[config.mk]
export PLATFORM = sky130hd
export DESIGN_NAME = dvi_pattern_source
export DESIGN_NICKNAME = d
export VERILOG_FILES = /design/src/rtl/dvi_pattern_source.sv
export SDC_FILE = /design/constraint.sdc
export NUM_CORES = 1
export LEC_CHECK = 0
export BUFFER_PORTS_ARGS = -buffer_cell sky130_fd_sc_hd__buf_2
export CAP_MARGIN = 20
export CORE_ASPECT_RATIO = 0.7
export CORE_MARGIN = 3
export CORE_UTILIZATION = 30
export CTS_CLUSTER_SIZE = 24
export DETAILED_ROUTE_END_ITERATION = 8
export PLACE_DENSITY_LB_ADDON = 0.2
export REMOVE_ABC_BUFFERS = 1
export SKIP_LAST_GASP = 1
export SLEW_MARGIN = 15
export SYNTH_ARGS = -nofsm -noshare
export SYNTH_HDL_FRONTEND = slang
export SYNTH_SLANG_ARGS = --single-unit
[constraint.sdc]
create_clock -name clk -period 1.8 [get_ports clk]
set_input_delay 0.18 -clock clk [delete_from_list [all_inputs] [get_ports clk]]
set_output_delay 0.18 -clock clk [all_outputs]
set_load 0.02 [all_outputs]
[src/rtl/dvi_pattern_source.sv]
// Raster timing generator with selectable test patterns for the DVI path.
// A single pixel-clock domain. The h/v counters are registered into every
// output with one cycle of latency, so sync, de, RGB, coordinates and
// frame_start all leave the block aligned with each other.
module dvi_pattern_source #(
  parameter int H_ACTIVE = 640,
  parameter int H_FP     = 16,
  parameter int H_SYNC   = 96,
  parameter int H_BP     = 48,
  parameter int V_ACTIVE = 480,
  parameter int V_FP     = 10,
  parameter int V_SYNC   = 2,
  parameter int V_BP     = 33,
  parameter int HS_POL   = 0,
  parameter int VS_POL   = 0,
  parameter int CW       = 8,
  parameter int CHK_LOG2 = 5,
  localparam int H_TOTAL = H_ACTIVE + H_FP + H_SYNC + H_BP,
  localparam int V_TOTAL = V_ACTIVE + V_FP + V_SYNC + V_BP,
  localparam int HW      = $clog2(H_TOTAL),
  localparam int VW      = $clog2(V_TOTAL)
) (
  input  logic            clk,
  input  logic            reset_n,
  input  logic            enable,
  input  logic [2:0]      mode,
  input  logic [3*CW-1:0] fg_color,
  output logic            hsync,
  output logic            vsync,
  output logic            de,
  output logic [CW-1:0]   red,
  output logic [CW-1:0]   green,
  output logic [CW-1:0]   blue,
  output logic [HW-1:0]   pixel_x,
  output logic [VW-1:0]   pixel_y,
  output logic            frame_start
);

  // Range bounds carry one extra bit so a sync that ends exactly at the
  // line/frame total still compares correctly.
  localparam int HX = HW + 1;
  localparam int VX = VW + 1;

  localparam logic [HW-1:0] H_LAST   = HW'(H_TOTAL - 1);
  localparam logic [VW-1:0] V_LAST   = VW'(V_TOTAL - 1);
  localparam logic [HX-1:0] H_ACT_X  = HX'(H_ACTIVE);
  localparam logic [HX-1:0] HS_BEG_X = HX'(H_ACTIVE + H_FP);
  localparam logic [HX-1:0] HS_END_X = HX'(H_ACTIVE + H_FP + H_SYNC);
  localparam logic [VX-1:0] V_ACT_X  = VX'(V_ACTIVE);
  localparam logic [VX-1:0] VS_BEG_X = VX'(V_ACTIVE + V_FP);
  localparam logic [VX-1:0] VS_END_X = VX'(V_ACTIVE + V_FP + V_SYNC);

  localparam logic HS_ACT = (HS_POL != 0);
  localparam logic VS_ACT = (VS_POL != 0);

  // Bars are tracked with a pixel-in-bar counter instead of dividing x.
  // A degenerate narrow raster still gets one-pixel bars.
  localparam int BAR_W_RAW = H_ACTIVE / 8;
  localparam int BAR_W     = (BAR_W_RAW < 1) ? 1 : BAR_W_RAW;
  localparam logic [HW-1:0] BAR_LAST = HW'(BAR_W - 1);

  logic [HW-1:0] h_q, h_d;
  logic [VW-1:0] v_q, v_d;
  logic [2:0]    mode_q, mode_d;
  logic [7:0]    frame_q, frame_d;
  logic [HW-1:0] bar_cnt_q, bar_cnt_d;
  logic [2:0]    bar_idx_q, bar_idx_d;

  logic          hsync_q, hsync_d;
  logic          vsync_q, vsync_d;
  logic          de_q, de_d;
  logic [CW-1:0] red_q, red_d;
  logic [CW-1:0] green_q, green_d;
  logic [CW-1:0] blue_q, blue_d;
  logic [HW-1:0] pixel_x_q, pixel_x_d;
  logic [VW-1:0] pixel_y_q, pixel_y_d;
  logic          frame_start_q, frame_start_d;

  logic          at_origin, h_wrap, v_wrap;
  logic          active, hs_on, vs_on, chk;
  logic [2:0]    mode_eff;
  logic [CW-1:0] fg_r, fg_g, fg_b;
  logic [CW-1:0] pat_r, pat_g, pat_b;
  logic [CW-1:0] x_cw, y_cw, fr_cw;

  // Position decode for the pixel currently held in the counters.
  always_comb begin
    at_origin = (h_q == '0) && (v_q == '0);
    h_wrap    = (h_q == H_LAST);
    v_wrap    = (v_q == V_LAST);
    active    = ({1'b0, h_q} < H_ACT_X) && ({1'b0, v_q} < V_ACT_X);
    hs_on     = ({1'b0, h_q} >= HS_BEG_X) && ({1'b0, h_q} < HS_END_X);
    vs_on     = ({1'b0, v_q} >= VS_BEG_X) && ({1'b0, v_q} < VS_END_X);
    // The mode loaded at (0,0) must already colour pixel (0,0).
    mode_eff  = at_origin ? mode : mode_q;
  end

  // Counter, mode-register, frame-counter and bar-tracker next state.
  always_comb begin
    h_d       = h_q;
    v_d       = v_q;
    mode_d    = mode_q;
    frame_d   = frame_q;
    bar_cnt_d = bar_cnt_q;
    bar_idx_d = bar_idx_q;
    if (enable) begin
      if (at_origin) begin
        mode_d = mode;
      end
      if (h_wrap) begin
        h_d       = '0;
        bar_cnt_d = '0;
        bar_idx_d = '0;
        if (v_wrap) begin
          v_d     = '0;
          frame_d = frame_q + 8'd1;
        end else begin
          v_d = v_q + 1'b1;
        end
      end else begin
        h_d = h_q + 1'b1;
        if (bar_cnt_q == BAR_LAST) begin
          bar_cnt_d = '0;
          if (bar_idx_q != 3'd7) begin
            bar_idx_d = bar_idx_q + 3'd1;
          end
        end else begin
          bar_cnt_d = bar_cnt_q + 1'b1;
        end
      end
    end
  end

  // Pattern generator for the current pixel, before blanking.
  always_comb begin
    fg_r  = fg_color[3*CW-1 -: CW];
    fg_g  = fg_color[2*CW-1 -: CW];
    fg_b  = fg_color[CW-1 -: CW];
    x_cw  = CW'(h_q);
    y_cw  = CW'(v_q);
    fr_cw = CW'(frame_q);
    chk   = h_q[CHK_LOG2] ^ v_q[CHK_LOG2];
    pat_r = '0;
    pat_g = '0;
    pat_b = '0;
    case (mode_eff)
      3'd0: begin
        pat_r = fg_r;
        pat_g = fg_g;
        pat_b = fg_b;
      end
      3'd1: begin
        // white, yellow, cyan, green, magenta, red, blue, black
        pat_r = {CW{~bar_idx_q[1]}};
        pat_g = {CW{~bar_idx_q[2]}};
        pat_b = {CW{~bar_idx_q[0]}};
      end
      3'd2: begin
        pat_r = chk ? ~fg_r : fg_r;
        pat_g = chk ? ~fg_g : fg_g;
        pat_b = chk ? ~fg_b : fg_b;
      end
      3'd3: begin
        pat_r = x_cw;
        pat_g = x_cw;
        pat_b = x_cw;
      end
      3'd4: begin
        pat_r = y_cw;
        pat_g = y_cw;
        pat_b = y_cw;
      end
      3'd5: begin
        pat_r = fr_cw;
        pat_g = fr_cw;
        pat_b = fr_cw;
      end
      default: begin
        pat_r = '0;
        pat_g = '0;
        pat_b = '0;
      end
    endcase
  end

  // Output next state; a frozen raster blanks and idles the syncs while
  // the coordinate outputs keep the last presented pixel.
  always_comb begin
    hsync_d       = ~HS_ACT;
    vsync_d       = ~VS_ACT;
    de_d          = 1'b0;
    red_d         = '0;
    green_d       = '0;
    blue_d        = '0;
    frame_start_d = 1'b0;
    pixel_x_d     = pixel_x_q;
    pixel_y_d     = pixel_y_q;
    if (enable) begin
      hsync_d       = hs_on ? HS_ACT : ~HS_ACT;
      vsync_d       = vs_on ? VS_ACT : ~VS_ACT;
      de_d          = active;
      frame_start_d = at_origin;
      pixel_x_d     = h_q;
      pixel_y_d     = v_q;
      if (active) begin
        red_d   = pat_r;
        green_d = pat_g;
        blue_d  = pat_b;
      end
    end
  end

  // State and output registers; reset forces every output immediately.
  always_ff @(posedge clk or negedge reset_n) begin
    if (!reset_n) begin
      h_q           <= '0;
      v_q           <= '0;
      mode_q        <= '0;
      frame_q       <= '0;
      bar_cnt_q     <= '0;
      bar_idx_q     <= '0;
      hsync_q       <= ~HS_ACT;
      vsync_q       <= ~VS_ACT;
      de_q          <= 1'b0;
      red_q         <= '0;
      green_q       <= '0;
      blue_q        <= '0;
      pixel_x_q     <= '0;
      pixel_y_q     <= '0;
      frame_start_q <= 1'b0;
    end else begin
      h_q           <= h_d;
      v_q           <= v_d;
      mode_q        <= mode_d;
      frame_q       <= frame_d;
      bar_cnt_q     <= bar_cnt_d;
      bar_idx_q     <= bar_idx_d;
      hsync_q       <= hsync_d;
      vsync_q       <= vsync_d;
      de_q          <= de_d;
      red_q         <= red_d;
      green_q       <= green_d;
      blue_q        <= blue_d;
      pixel_x_q     <= pixel_x_d;
      pixel_y_q     <= pixel_y_d;
      frame_start_q <= frame_start_d;
    end
  end

  assign hsync       = hsync_q;
  assign vsync       = vsync_q;
  assign de          = de_q;
  assign red         = red_q;
  assign green       = green_q;
  assign blue        = blue_q;
  assign pixel_x     = pixel_x_q;
  assign pixel_y     = pixel_y_q;
  assign frame_start = frame_start_q;

endmodule

==> reports/summary.log, run 1 <==
[synth] total number of yosys warnings 0
[clock_network] number of buffers on the longest clock path 2
[global_routing] most crowded layer after global routing met1
[route] detailed router's first-iteration violation count 199
[power] static power due to leakage 3.44 nW
[layout] area of combinational cells with multiple inputs 2840 µm²
[synth] number of cells produced by synthesis 471
[flow_run] number of maximum-capacitance constraint violations 0
[power] power per standard cell area 763 nW/µm²
[floorplanning] core area 15900 µm²
[timing] Slew @ Worst Pin 0.442 ns
[clock_network] CTS Root Cell clkbuf_16
[floorplanning] Die X 160 µm
[placed_design] last weighted congestion value of the routability-driven placer 0.861
[layout] share of post-route cells with drive strength above 1 49.0%
[critical_path] timing startpoint of the critical path v_q[0]$_DFFE_PN0P_
[critical_path] CP Buf/Inv Count 5
[timing] number of pins exceeding their max-slew limit in the final report 0
[layout] number of inserted diodes 0
[clock_network] CTS tree built
[run_status] run status finished, violations left
[placed_design] post-placement cell area 6250 µm²
[layout] layout-stage area growth over the synthesis result 44.5%
[critical_path] crit-path max cell delay 0.39 ns
[critical_path] element type at the critical path end flop
[route] total routed wirelength 14400 µm
[worst_hold_path] worst hold path stage count 2
[route] drt via density 4.90
[critical_path] flop-to-flop setup slack -0.17 ns
[route] DRC Markers 0
[placed_design] count of input and output buffers 77
[global_routing] fraction of met2 tracks used by global routing 22.2%
[synth] share of synthesized area occupied by flip-flops and latches 46.1%
[route] via count 4254
[floorplanning] Die ar. 18300 µm²
[critical_path] reg-to-reg critical path startpoint v_q[0]$_DFFE_PN0P_
[timing] setup repair after global routing missed its margin true
[route] number of optimization iterations in the first detailed-route pass 4
[clock_network] clock slew at reported path FFs 0.07 ns
[critical_path] startpoint type of the worst setup path flop
[synth] number of enable-type register cells in the synthesized netlist 0
[global_routing] GRT Total Usage 15.1%
[placed_design] minimum setup slack after placement -0.292 ns
[power] IR drop worst, VDD 0.502 mV
[global_routing] met1 global-route usage 22.8%
[global_routing] wire length of the first global-routing pass 22100 µm
[clock_network] number of buffers added by the clock tree synthesis step 9
[placed_design] sum of net half-perimeters after detailed placement 10100 µm
[run_status] violated checks negative setup slack
[critical_path] largest driver fanout on the critical path 6
[critical_path] R2R cell count 11
[synth] share of async-settable or async-resettable flops after synthesis 100%
[global_routing] residual overflow from global routing 0
[floorplanning] Die Height 114 µm
[layout] fill cell total of the finished layout 1532
[global_routing] initial antenna violation count 1
[critical_path] worst path arrival time 2.18 ns
[timing] tightest slew margin relative to the limit 70.5%
[critical_path] critical path cell sequence inv_2 > ha_2 > nor2b_4 > buf_6 > and4_4 > buf_8 > a31oi_4 > buf_12 > clkbuf_16 > nand3_2 > a41oi_2
[timing] final critical-path share of the clock period 110%
[critical_path] cell type group with the largest total delay on the critical path buffers and inverters
[timing] Fmax 507 MHz
[clock_network] htree depth 3
[floorplanning] total I/O pin count 78
[worst_hold_path] end point of the most critical hold path mode_q[2]$_DFFE_PN0P_
[timing] setup skew after layout 0.0104 ns
[floorplanning] floorplan row count 38
[synth] most frequently used flop master after synthesis dfrtp_1
[synth] post-synth cell types 54
[layout] number of nets in the layout 682
[global_routing] maximum number of pins on one net before global-route repair 40
[floorplanning] Initial Utilization 31.5%
[layout] post-layout instance area 7220 µm²
[clock_network] Clock Latency Late Sink 0.34 ns
[timing] final period demand of the worst path 1.97 ns
[critical_path] CP required 2.01 ns
[clock_network] Clock Sink Count 92
[route] Routed Antenna Nets 0
[synth] number of synthesized register bits 92
[critical_path] Worst path slowest cell dfrtp_1
[route] WL/cell 16.5 µm
[timing] post-route setup TNS -3.55 ns
[timing] Finish-stage setup viols 28
[critical_path] end of the worst register-to-register path blue[0]$_DFF_PN0_
[global_routing] grt met3 use 3.41%
[synth] post-synthesis area per instance 10.6 µm²
[synth] post-synthesis cell area 5000 µm²
[worst_hold_path] Worst Hold Launch mode[2]
[timing] post-layout worst setup margin -0.174 ns
[timing] endpoints failing hold 0
[critical_path] kind of critical path flop to flop
[worst_hold_path] worst hold-check path type input port to flop
[layout] Seq. cell area 2310 µm²
[global_routing] number of global-route vias before repair 4151
[cell usage after synthesis, types with 4 or more instances]
master	instances	area (µm²)
clkbuf_1	11	41.3
a31oi_1	18	113
inv_1	13	48.8
a211oi_1	5	37.5
o21ai_0	11	55.1
mux2i_1	9	90.1
and3_1	14	87.6
a41oi_1	6	52.6
buf_6	5	56.3
ha_1	8	100
nor2b_1	4	25.0
nand2_1	32	120
o21ai_2	4	35.0
mux2_2	33	372
buf_2	10	50.1
a21oi_1	14	70.1
nor3_1	8	40.0
nor4_4	4	85.1
nand2b_1	5	31.3
xor2_1	9	78.8
dfrtp_1	90	2250
nand3_1	37	185
nor2_1	27	101
xnor2_1	41	359
nand4_1	12	75.1
[final cells by class]
cell class,count,area share (%)
multi-input cells,338,39.3
flip-flops and latches,92,32.0
repair buffers,190,20.5
well taps,220,3.81
clock buffers,10,3.17
inverters,13,0.676
clock inverters,6,0.555
[state kept, by name, indices dropped and copies added (netlist names)]
signal       flops
bar_cnt_q       10
bar_idx_q        3
pixel_x         10
v_q             10
green            8
pixel_y         10
blue             8
fr_cw            8
vsync            1
red              8
mode_q           3
h_q             10
hsync            1
de               1
frame_start      1
[cell usage in the layout (no fill, tap or decap), types with 4 or more instances in the layout]
cell       instances
a31oi_4            4
a31oi_1           14
a41oi_2            4
inv_1             10
nor4_4             5
buf_12            10
ha_1               6
o21ai_2            5
clkbuf_16         13
dfrtp_1           89
buf_6             10
and3_1            13
a21oi_1            8
mux2i_1            9
buf_4             88
mux2_2            31
nor3_2             4
a21oi_2            5
nand3_2            8
buf_2             76
nor3_1             4
xnor2_1           40
o21ai_0            9
nand3_1           29
nand2_1           27
nand2b_1           4
nor2_1            27
nand4_1           12
a211oi_2           5
xor2_1             9
[power by group]
part	total [mW]	switching, mW	internal (mW)
sequential	2.40	0.147	2.26
combinational	1.36	0.732	0.624
clock	1.75	0.810	0.937
[worst max path at each step]
stage	endpoint	depth (start not counted)
finish	blue[0]$_DFF_PN0_	11
CTS	green[0]$_DFF_PN0_	10
detailed placement	green[0]$_DFF_PN0_	10
global placement	red[3]$_DFF_PN0_	8
floorplan	blue[0]$_DFF_PN0_	7
global route	blue[4]$_DFF_PN0_	11
[cells by family (layout without fill, tap and decap cells)]
logic type / Yosys count / count (layout) / share of synthesized area [%]
compound gates: 73 / 73 / 10.3
simple gates: 165 / 165 / 19.4
mux: 42 / 42 / 9.24
buf+inv: 41 / 219 / 4.18
xor+xnor: 50 / 50 / 8.77
flops: 92 / 92 / 46.1
fa+ha+maj: 8 / 8 / 2.00
[worst reg2reg max path: cells and delay by family (launching register included)]
family,cells,cell delay [ns]
AND/OR/NAND/NOR,3,0.45
adder cells (fa/ha/maj),1,0.16
flip-flops,1,0.39
buffers and inverters,5,0.65
AO/OA/AOI/OAI,2,0.20
[stage by stage]
stage / std cells / hold WS [ns] / total power, mW / util [%]
finish: 869 / 0.129 / 5.51 / 45.4
global route: 869 / 0.131 / 5.80 / 45.4
CTS: 858 / 0.116 / 5.45 / 42.6
floorplan: 443 / -0.116 / 3.04 / -
detailed placement: 829 / 0.121 / 3.61 / 39.4
global placement: 829 / 0.120 / 3.60 / 39.4
[metal layers]
layer,wire length [µm],share of wire [%]
met4,117,0.81
met5,7,0.049
met1,7320,51
met3,774,5.4
met2,6140,43
[timing repair]
item | CTS | global route
gates cloned | 2 | 4
buffers inserted | 10 | 9
resized for setup | 25 | 64
hold buffers | 1 | 0
pin swaps | 20 | 22
endpoints found under the hold margin | 22 | 0
endpoints found under the setup margin | 50 | 44
Note: power is estimated with default switching activity, not from simulation.
==> run 2, diff against run 1 <==
==> constraint.sdc (replaced) <==
create_clock -name clk -period 1.8 [get_ports clk]
set_input_delay 0.09 -clock clk [delete_from_list [all_inputs] [get_ports clk]]
set_output_delay 0.09 -clock clk [all_outputs]
set_load 0.02 [all_outputs]
==> run 2 against run 1 <==
Net effect: flip-flop and latch count stayed put; the run still ends with negative setup slack left; setup slack better by 0.016 ns; cell count up 0.58%; clock skew increased by 0.0020 ns.
==> reports/summary.log, run 2 (synthesis gave the netlist of run 1 again) <==
[run_status] run status finished, violations left
[run_status] violated checks negative setup slack
[timing] number of pins exceeding their max-slew limit in the final report 0 [unchanged]
[placed_design] sum of net half-perimeters after detailed placement 10200 µm [+1.4%]
[timing] Finish-stage setup viols 31 [+11%]
[layout] Seq. cell area 2300 µm² [about the same]
[clock_network] CTS Root Cell clkbuf_16
[layout] commonest cells after routing, fill and taps aside 92 x buf_4, 90 x dfrtp_1, 76 x buf_2
[clock_network] clock slew at reported path FFs 0.07 ns [about the same]
[global_routing] met1 global-route usage 22.9% [+0.036 points]
[global_routing] residual overflow from global routing 0 [unchanged]
[timing] final period demand of the worst path 1.96 ns [-0.0156 ns]
[timing] final critical-path share of the clock period 109% [-0.87 points]
[worst_hold_path] worst hold-check path type input port to flop
[layout] commonest non-fill, non-tap cell in the layout buf_4
[clock_network] Clock Sink Count 92 [unchanged]
[route] drt via density 4.91 [+0.25%]
[clock_network] number of buffers on the longest clock path 2 [unchanged]
[route] number of optimization iterations in the first detailed-route pass 4 [unchanged]
[placed_design] last weighted congestion value of the routability-driven placer 0.826 [-4.1%]
[timing] setup skew after layout 0.0124 ns [+0.00201 ns]
[layout] layout-stage area growth over the synthesis result 46.1%
[floorplanning] Initial Utilization 31.5% [unchanged]
[route] detailed router's first-iteration violation count 164 [-18%]
[layout] share of post-route cells with drive strength above 1 51.7% [+2.7 points]
[floorplanning] Die X 160 µm [unchanged]
[power] overall power consumption 5.44 mW [-1.2%]
[timing] post-layout worst setup margin -0.158 ns [+0.0156 ns]
[global_routing] initial antenna violation count 0 [-1]
[layout] number of nets in the layout 687 [+0.73%]
[floorplanning] Die Height 114 µm [unchanged]
[timing] post-route setup TNS -3.34 ns [+0.208 ns]
[critical_path] worst path arrival time 2.17 ns [about the same]
[timing] Slew @ Worst Pin 0.503 ns [+0.0608 ns]
[floorplanning] total I/O pin count 78 [unchanged]
[power] IR drop worst, VDD 0.386 mV [-23%]
[placed_design] count of input and output buffers 77 [unchanged]
[timing] worst hold slack 0.0460 ns [-0.0826 ns]
[layout] area of combinational cells with multiple inputs 2930 µm² [+3.3%]
[critical_path] kind of critical path flop to flop
[timing] Fmax 511 MHz [+0.80%]
[power] power per standard cell area 745 nW/µm² [-2.3%]
[critical_path] element type at the critical path end flop
[route] DRC Markers 0 [unchanged]
[power] static power due to leakage 3.52 nW [+2.2%]
[global_routing] GRT Total Usage 15.8% [+0.69 points]
[layout] Finished Core Util 46.0% [+0.50 points]
[clock_network] CTS tree built
[global_routing] maximum number of pins on one net before global-route repair 39 [-2.5%]
[global_routing] fraction of met2 tracks used by global routing 23.9% [+1.7 points]
[timing] setup repair after global routing missed its margin true
[floorplanning] floorplan row count 38 [unchanged]
[route] via count 4289 [+0.82%]
[global_routing] number of global-route vias before repair 4320 [+4.1%]
[floorplanning] Die ar. 18300 µm² [unchanged]
[timing] tightest slew margin relative to the limit 66.5% [-4.1 points]
[critical_path] CP required 2.01 ns [about the same]
[critical_path] largest driver fanout on the critical path 5 [-1]
[clock_network] Clock Latency Late Sink 0.34 ns [about the same]
[floorplanning] core area 15900 µm² [unchanged]
[route] Routed Antenna Nets 0 [unchanged]
[route] WL/cell 16.9 µm [+2.0%]
[route] total routed wirelength 14700 µm [+2.6%]
[layout] fill cell total of the finished layout 1486 [-3.0%]
[global_routing] wire length of the first global-routing pass 23100 µm [+4.5%]
[critical_path] startpoint type of the worst setup path flop
[timing] endpoints failing hold 0 [unchanged]
[layout] number of inserted diodes 0 [unchanged]
[clock_network] number of buffers added by the clock tree synthesis step 9 [unchanged]
[global_routing] grt met3 use 4.25% [+0.83 points]
[global_routing] most crowded layer after global routing met2
[clock_network] htree depth 3 [unchanged]
[flow_run] number of maximum-capacitance constraint violations 0 [unchanged]
[run 2: cell types whose count changed in the layout (fill, tap and decap cells not counted), sizes merged]
cell and change:
inv -1, clkinvlp -1, clkinv +1, clkbuf -2
buf +8
[run 2: worst paths after layout]
kind | startpoint | end | slack [ns] | cells past startpoint
min reg2reg | pixel_y[8]$_DFFE_PN0P_ | pixel_y[8]$_DFFE_PN0P_ | 0.50 | 1
max | v_q[5]$_DFFE_PN0P_ | green[1]$_DFF_PN0_ | -0.16 | 9
min | mode[2] | mode_q[2]$_DFFE_PN0P_ | 0.05 | 2
max in group asynchronous | reset_n | green[4]$_DFF_PN0_ | 0.90 | 3
max reg2reg | v_q[5]$_DFFE_PN0P_ | green[1]$_DFF_PN0_ | -0.16 | 9
min in group asynchronous | reset_n | pixel_y[3]$_DFFE_PN0P_ | 0.26 | 2
[run 2: layer usage]
layer | vias to the layer above | wire, µm
met2 | 108 | 6510
met3 | 12 | 857
met1 | 2126 | 7250
li1 | 2043 | -
met5 | - | 0
met4 | 0 | 116
[run 2: report_power, final]
group          total [mW]  internal, mW  leakage (nW)  switching, mW
clock                1.74         0.931         0.133          0.810
sequential           2.40          2.26          1.20          0.143
combinational        1.30         0.579          2.18          0.719
total                5.44          3.77          3.52           1.67
[run 2: through the flow]
stage                     setup WS [ns]  instance area, µm²  instances
after floorplan                  -0.397                4840        443
after global placement           -0.318                6260        833
after detailed placement         -0.360                6260        833
after CTS                        -0.138                6990        865
after global routing             -0.241                7300        874
final                            -0.158                7300        874
[run 2: final cells by class]
class,instances,share of cell area (%)
multi-input cells,338,40.2
repair buffers,195,20.2
inverters,13,0.669
flip-flops and latches,92,31.6
clock buffers,11,3.19
well taps,220,3.77
clock inverters,5,0.394
[run 2: timing repair]
item / 4_1_cts / 5_1_grt
resized for setup: 57 / 57
buffers inserted: 12 / 9
pin swaps: 38 / 30
setup endpoints to repair: 51 / 47
cloned: 3 / 2
hold buffers: 1 / 0
endpoints found under the hold margin: 33 / 0
[run 2: critical path, cell delays in order (launching register included)]
cell	delay [ns]
dfrtp_1	0.41
nor4_4	0.30
buf_6	0.17
and4_4	0.23
buf_6	0.13
buf_6	0.10
a21oi_2	0.06
a21oi_2	0.13
buf_4	0.16
a41oi_2	0.12
